$ cat src/rtl/noc_local_injector_if.sv
// noc_local_injector_if: request, payload and router-facing flit signals of the local-port injector.
interface noc_local_injector_if #(
    parameter int Width  = 66,
    parameter int MaxLen = 16
);
    localparam int LenW = $clog2(MaxLen + 1);

    logic             req_valid;
    logic             req_ready;
    logic [2:0]       req_dst_x;
    logic [2:0]       req_dst_y;
    logic [4:0]       req_msg;
    logic [LenW-1:0]  req_len;
    logic             pld_valid;
    logic             pld_ready;
    logic [Width-3:0] pld_data;
    logic [Width-1:0] data_out;
    logic             data_void_out;
    logic             stop_in;

    // slave is the injector itself; master is the tile queues plus the router stop line
    modport slave (
        input  req_valid, req_dst_x, req_dst_y, req_msg, req_len,
        input  pld_valid, pld_data, stop_in,
        output req_ready, pld_ready, data_out, data_void_out
    );

    modport master (
        output req_valid, req_dst_x, req_dst_y, req_msg, req_len,
        output pld_valid, pld_data, stop_in,
        input  req_ready, pld_ready, data_out, data_void_out
    );
endinterface

$ cat src/rtl/noc_local_injector.sv
// noc_local_injector: turns a packet request plus payload stream into head/payload flits for the router local port.
// Optional perf counters are built only when NOC_LOCAL_INJECTOR_PERF_EN is defined.
module noc_local_injector #(
    parameter int Width  = 66,
    parameter int MaxLen = 16
) (
    input  logic                clk,
    input  logic                rst,
    input  logic [2:0]          CONST_localx,
    input  logic [2:0]          CONST_localy,
    noc_local_injector_if.slave bus,
    output logic                busy,
    output logic [31:0]         perf_pkts,
    output logic [31:0]         perf_stalls
);
    localparam int LenW = $clog2(MaxLen + 1);
    localparam int HdrW = 17;

    typedef enum logic {IDLE, PAYLOAD} state_t;

    state_t          state;
    logic [LenW-1:0] remaining;
    logic [LenW-1:0] len_clamped;
    logic            xfer;
    logic            open_slot;
    logic            req_fire;
    logic            pld_fire;

    // the output register can take a new flit when it is empty or its flit leaves this cycle
    assign xfer        = !bus.data_void_out && !bus.stop_in;
    assign open_slot   = bus.data_void_out || !bus.stop_in;
    assign bus.req_ready = rst && state == IDLE && open_slot;
    assign bus.pld_ready = state == PAYLOAD && open_slot;
    assign req_fire    = bus.req_valid && bus.req_ready;
    assign pld_fire    = bus.pld_valid && bus.pld_ready;
    assign len_clamped = (bus.req_len > LenW'(MaxLen)) ? LenW'(MaxLen) : bus.req_len;
    assign busy        = state != IDLE || !bus.data_void_out;

    always_ff @(posedge clk or negedge rst) begin
        if (!rst) begin
            state             <= IDLE;
            remaining         <= '0;
            bus.data_out      <= '0;
            bus.data_void_out <= 1'b1;
        end else if (req_fire) begin
            bus.data_out      <= {1'b1, len_clamped == '0, CONST_localy, CONST_localx,
                                  bus.req_dst_y, bus.req_dst_x, bus.req_msg, {(Width-2-HdrW){1'b0}}};
            bus.data_void_out <= 1'b0;
            remaining         <= len_clamped;
            state             <= (len_clamped == '0) ? IDLE : PAYLOAD;
        end else if (pld_fire) begin
            bus.data_out      <= {1'b0, remaining == LenW'(1), bus.pld_data};
            bus.data_void_out <= 1'b0;
            remaining         <= remaining - LenW'(1);
            state             <= (remaining == LenW'(1)) ? IDLE : PAYLOAD;
        end else if (xfer) begin
            bus.data_void_out <= 1'b1;
        end
    end

`ifdef NOC_LOCAL_INJECTOR_PERF_EN
    always_ff @(posedge clk or negedge rst) begin
        if (!rst) begin
            perf_pkts   <= '0;
            perf_stalls <= '0;
        end else begin
            perf_pkts   <= perf_pkts + 32'(xfer && bus.data_out[Width-2]);
            perf_stalls <= perf_stalls + 32'(!bus.data_void_out && bus.stop_in);
        end
    end
`else
    assign perf_pkts   = '0;
    assign perf_stalls = '0;
`endif
endmodule

$ cat src/flat_wrapper.sv
// flat-port wrapper written by rule: the top's interface ports become plain ports
module noc_local_injector_flat 
#(
    parameter int Width  = 66,
    parameter int MaxLen = 16
)
  (clk, rst, CONST_localx, CONST_localy, busy, perf_pkts, perf_stalls, bus_req_valid, bus_req_dst_x, bus_req_dst_y, bus_req_msg, bus_req_len, bus_pld_valid, bus_pld_data, bus_stop_in, bus_req_ready, bus_pld_ready, bus_data_out, bus_data_void_out);
  noc_local_injector_if #(.Width(Width), .MaxLen(MaxLen)) bus_i ();
  input  logic clk;
  input  logic rst;
  input  logic [2:0] CONST_localx;
  input  logic [2:0] CONST_localy;
  output logic busy;
  output logic [31:0] perf_pkts;
  output logic [31:0] perf_stalls;
  input wire logic [$bits(bus_i.req_valid)-1:0] bus_req_valid;
  input wire logic [$bits(bus_i.req_dst_x)-1:0] bus_req_dst_x;
  input wire logic [$bits(bus_i.req_dst_y)-1:0] bus_req_dst_y;
  input wire logic [$bits(bus_i.req_msg)-1:0] bus_req_msg;
  input wire logic [$bits(bus_i.req_len)-1:0] bus_req_len;
  input wire logic [$bits(bus_i.pld_valid)-1:0] bus_pld_valid;
  input wire logic [$bits(bus_i.pld_data)-1:0] bus_pld_data;
  input wire logic [$bits(bus_i.stop_in)-1:0] bus_stop_in;
  output wire logic [$bits(bus_i.req_ready)-1:0] bus_req_ready;
  output wire logic [$bits(bus_i.pld_ready)-1:0] bus_pld_ready;
  output wire logic [$bits(bus_i.data_out)-1:0] bus_data_out;
  output wire logic [$bits(bus_i.data_void_out)-1:0] bus_data_void_out;
  assign bus_i.req_valid = bus_req_valid;
  assign bus_i.req_dst_x = bus_req_dst_x;
  assign bus_i.req_dst_y = bus_req_dst_y;
  assign bus_i.req_msg = bus_req_msg;
  assign bus_i.req_len = bus_req_len;
  assign bus_i.pld_valid = bus_pld_valid;
  assign bus_i.pld_data = bus_pld_data;
  assign bus_i.stop_in = bus_stop_in;
  assign bus_req_ready = bus_i.req_ready;
  assign bus_pld_ready = bus_i.pld_ready;
  assign bus_data_out = bus_i.data_out;
  assign bus_data_void_out = bus_i.data_void_out;
  noc_local_injector #(.Width(Width), .MaxLen(MaxLen)) u_core (.clk(clk), .rst(rst), .CONST_localx(CONST_localx), .CONST_localy(CONST_localy), .bus(bus_i), .busy(busy), .perf_pkts(perf_pkts), .perf_stalls(perf_stalls));
endmodule
$ cat config.mk
export PLATFORM = sky130hd
export DESIGN_NAME = noc_local_injector_flat
export DESIGN_NICKNAME = d
export VERILOG_FILES = /design/src/rtl/noc_local_injector_if.sv /design/src/rtl/noc_local_injector.sv /design/src/flat_wrapper.sv
export SDC_FILE = /design/constraint.sdc
export NUM_CORES = 1
export LEC_CHECK = 0
export BUFFER_PORTS_ARGS = -buffer_cell sky130_fd_sc_hd__buf_2
export CAP_MARGIN = 10
export CORE_ASPECT_RATIO = 0.6
export CORE_MARGIN = 4
export CORE_UTILIZATION = 45
export DETAILED_ROUTE_END_ITERATION = 10
export GPL_TIMING_DRIVEN = 0
export HOLD_SLACK_MARGIN = 0.08
export MAX_ROUTING_LAYER = met4
export PLACE_DENSITY = 0.85
export SLEW_MARGIN = 10
export SYNTH_ARGS = -nofsm -noshare
export SYNTH_HDL_FRONTEND = slang
export SYNTH_SLANG_ARGS = --single-unit
$ cat constraint.sdc
create_clock -name clk -period 3.55 [get_ports clk]
set_input_delay 0.355 -clock clk [delete_from_list [all_inputs] [get_ports clk]]
set_output_delay 0.355 -clock clk [all_outputs]
set_load 0.05 [all_outputs]
==> metrics <==
status=finished, final reports clean; crit end category=primary output; clk root buf=clkbuf_16; WP buf/inv=3; clk sinks=73; core area=0.007297 mm^2; total grt overflow=0; Leak Pwr=0.002850 uW; antenna violations before repair=0; die height=75.25 um; row count=24; Critical Path AT=1.87 ns; worst-path fanout max=38; Avg Vias per Cell=4.640; Hold Crit Class=in -> reg; CTS Buffer Depth=2; Final Hold Vio Count=0; CP max stage cell=dlygate4sd3_1; DR pass1 iterations=6; die width=120.1 um; CTS tree=built; EDFF count, synth=0; n_diodes=0; Initial Utilization=0.4648; # resized after CTS=0; first-pass GRT wire length=14.55 mm; maxcap violations=0; dpl hpwl=7.413 mm; RSZ-0062 raised after global routing=false; Worst-path clk slew=0.06 ns; routability cong.=0.7977; CP max stage delay=0.53 ns; Cell Area, Synth=0.003392 mm^2; max-slew violation count=0; Main synth FF type=dfrtp_1; Num CTS Buffers=9; fmax=449.7 MHz; period utilisation layout=0.6264; port bufs=160; IO Pins=225; synth warn=0; Routed WL=9.521 mm; startpoint class of the critical path=input pin; sequence of cells on the critical path=dlygate4sd3_1, buf_4, nor3b_1, buf_2; ratio of cells with drive above 1 in the final layout=0.5038; Layout Skew=0.007701 ns; H-tree levels=3; Avg Synthesized Cell Area=11.99 um^2; largest net degree at the start of global routing=40; total negative slack=0 ns; Synth cell types=36; total global-route track usage=0.2120; Final ANT Viol Nets=0; post-synthesis sequential area ratio=0.5389; wire per inst=15.16 um; Yosys reg bits=73; FFs w/ async S/R, synth=1.000; Setup Viol. Count Final=0; DIE AREA=0.009036 mm^2; measured slew at the worst slew-check pin=0.5104 ns; Data required, critical path=3.19 ns; Mapped Cells=283; CP Class=in -> out; Post-CTS Setup Inserts=0; Slew headroom=0.6597; final-layout fill cell count=586; Cell Pwr Density=1053 mW/mm^2; via count of the first global-routing pass=2894; post-layout util=0.6701; Peak supply drop=0.6059 mV; Placement Setup Slack=1.572 ns; Final WS setup=1.326 ns; vias=2914; drt drc=0; minimum clock period=2.224 ns; P&R area growth vs syn=44.15%; Clock Latency Late Sink=0.32 ns; Final nets=612; Starting DRT DRC Count=229; Top delay family on crit path=buffers and inverters
==> synthesized netlist by cell type (all sizes together) (2+ instances only) <==
library cell  instances  area [um^2]
clkbuf                4        18.77
nand2                 5        21.27
dfrtp                72         1802
buf                  80        586.8
nor2b                 2        12.51
nor2                  4        15.01
a22o                 47        411.6
nand3                 2        10.01
a222oi               17        170.2
inv                  20        75.07
o21ai                 4        20.02
nor3                  2        10.01
nor3b                 2        15.01
a21o                  3        22.52
ha                    2        25.02
==> state kept, by name, summed over array words and instances, names as in the netlist <==
name / cells
u_core.bus.data_out: 66
u_core.bus.data_void_out: 1
u_core.remaining: 5
u_core.state: 1
==> through the flow <==
stage                     hold slack [ns]  cells  total power [uW]  area (um^2)
after global routing               0.2431    628              5415         4890
after floorplan                   0.05941    346              3582         3628
final                              0.2486    628              5150         4890
after CTS                          0.2388    628              5179         4890
after global placement             0.4576    610              4199         4559
after detailed placement           0.3561    611              4260         4582
==> layout by cell type (no fill, tap or decap), drive strengths merged, types with 3 or more instances in the layout <==
cell and count:
buf 241, dfrtp 72, conb 64, a22o 47, inv 20, a222oi 17, clkbuf 15, nand2 5
nor2 4, o21ai 4, a21o 3
==> repair_timing <==
item                                   in CTS  in global routing
hold buffers                                1                  0
endpoints found under the hold margin      33                  0
setup endpoints to repair                   0                  0
==> path summary, 6_finish.rpt <==
check | from | endpoint | slack (ns) | cells past startpoint
hold reg to reg | u_core.bus.data_out[37]$_DFFE_PN0N_ | u_core.bus.data_out[37]$_DFFE_PN0N_ | 0.49 | 1
setup / recovery | rst | bus_req_ready | 1.33 | 4
max in group asynchronous | rst | u_core.bus.data_out[27]$_DFFE_PN0N_ | 2.43 | 3
hold / removal | bus_req_msg[3] | u_core.bus.data_out[50]$_DFFE_PN0N_ | 0.25 | 3
setup reg to reg | u_core.bus.data_void_out$_DFFE_PN1P_ | u_core.bus.data_out[52]$_DFFE_PN0N_ | 1.79 | 7
min in group asynchronous | rst | u_core.bus.data_out[59]$_DFFE_PN0N_ | 0.55 | 2
==> layer usage <==
| metal | part of all wire | GRT usage |
|---|---|---|
| met4 | 0.0038 | 0.04822 |
| met3 | 0.093 | 0.05631 |
| met1 | 0.42 | 0.2713 |
| met5 | 0 | - |
| met2 | 0.49 | 0.3445 |
==> power breakdown <==
part	total, uW	internal [uW]	switching, uW
logic	2800	758	2050
clock network	893	561	332
registers	1450	1220	236
==> logic make-up after synthesis <==
kind of cell	synth area share
AND/OR/NAND/NOR	0.04390
adder cells (fa/ha/maj)	0.007376
buffers and inverters	0.2007
flip-flops	0.5389
AO/OA/AOI/OAI	0.2080
other	0.001106
==> cell type report <==
class                           instances  area, um^2  area share
Sequential cell                        73        1828      0.3738
Timing Repair Buffer                  162       833.3      0.1704
Inverter                               20       75.07     0.01535
Buffer                                 84       605.6      0.1238
Tap cell                              104       130.1     0.02661
Clock buffer                           11       242.7     0.04964
Multi-Input combinational cell        169        1120      0.2290
Clock inverter                          5       55.05     0.01126
==> worst min-delay path: cells and delay by family <==
kind / cells / cell delay [ns]
AO/OA/AOI/OAI: 1 / 0.05
buffers and inverters: 2 / 0.13
(Power assumes the default switching activity.)
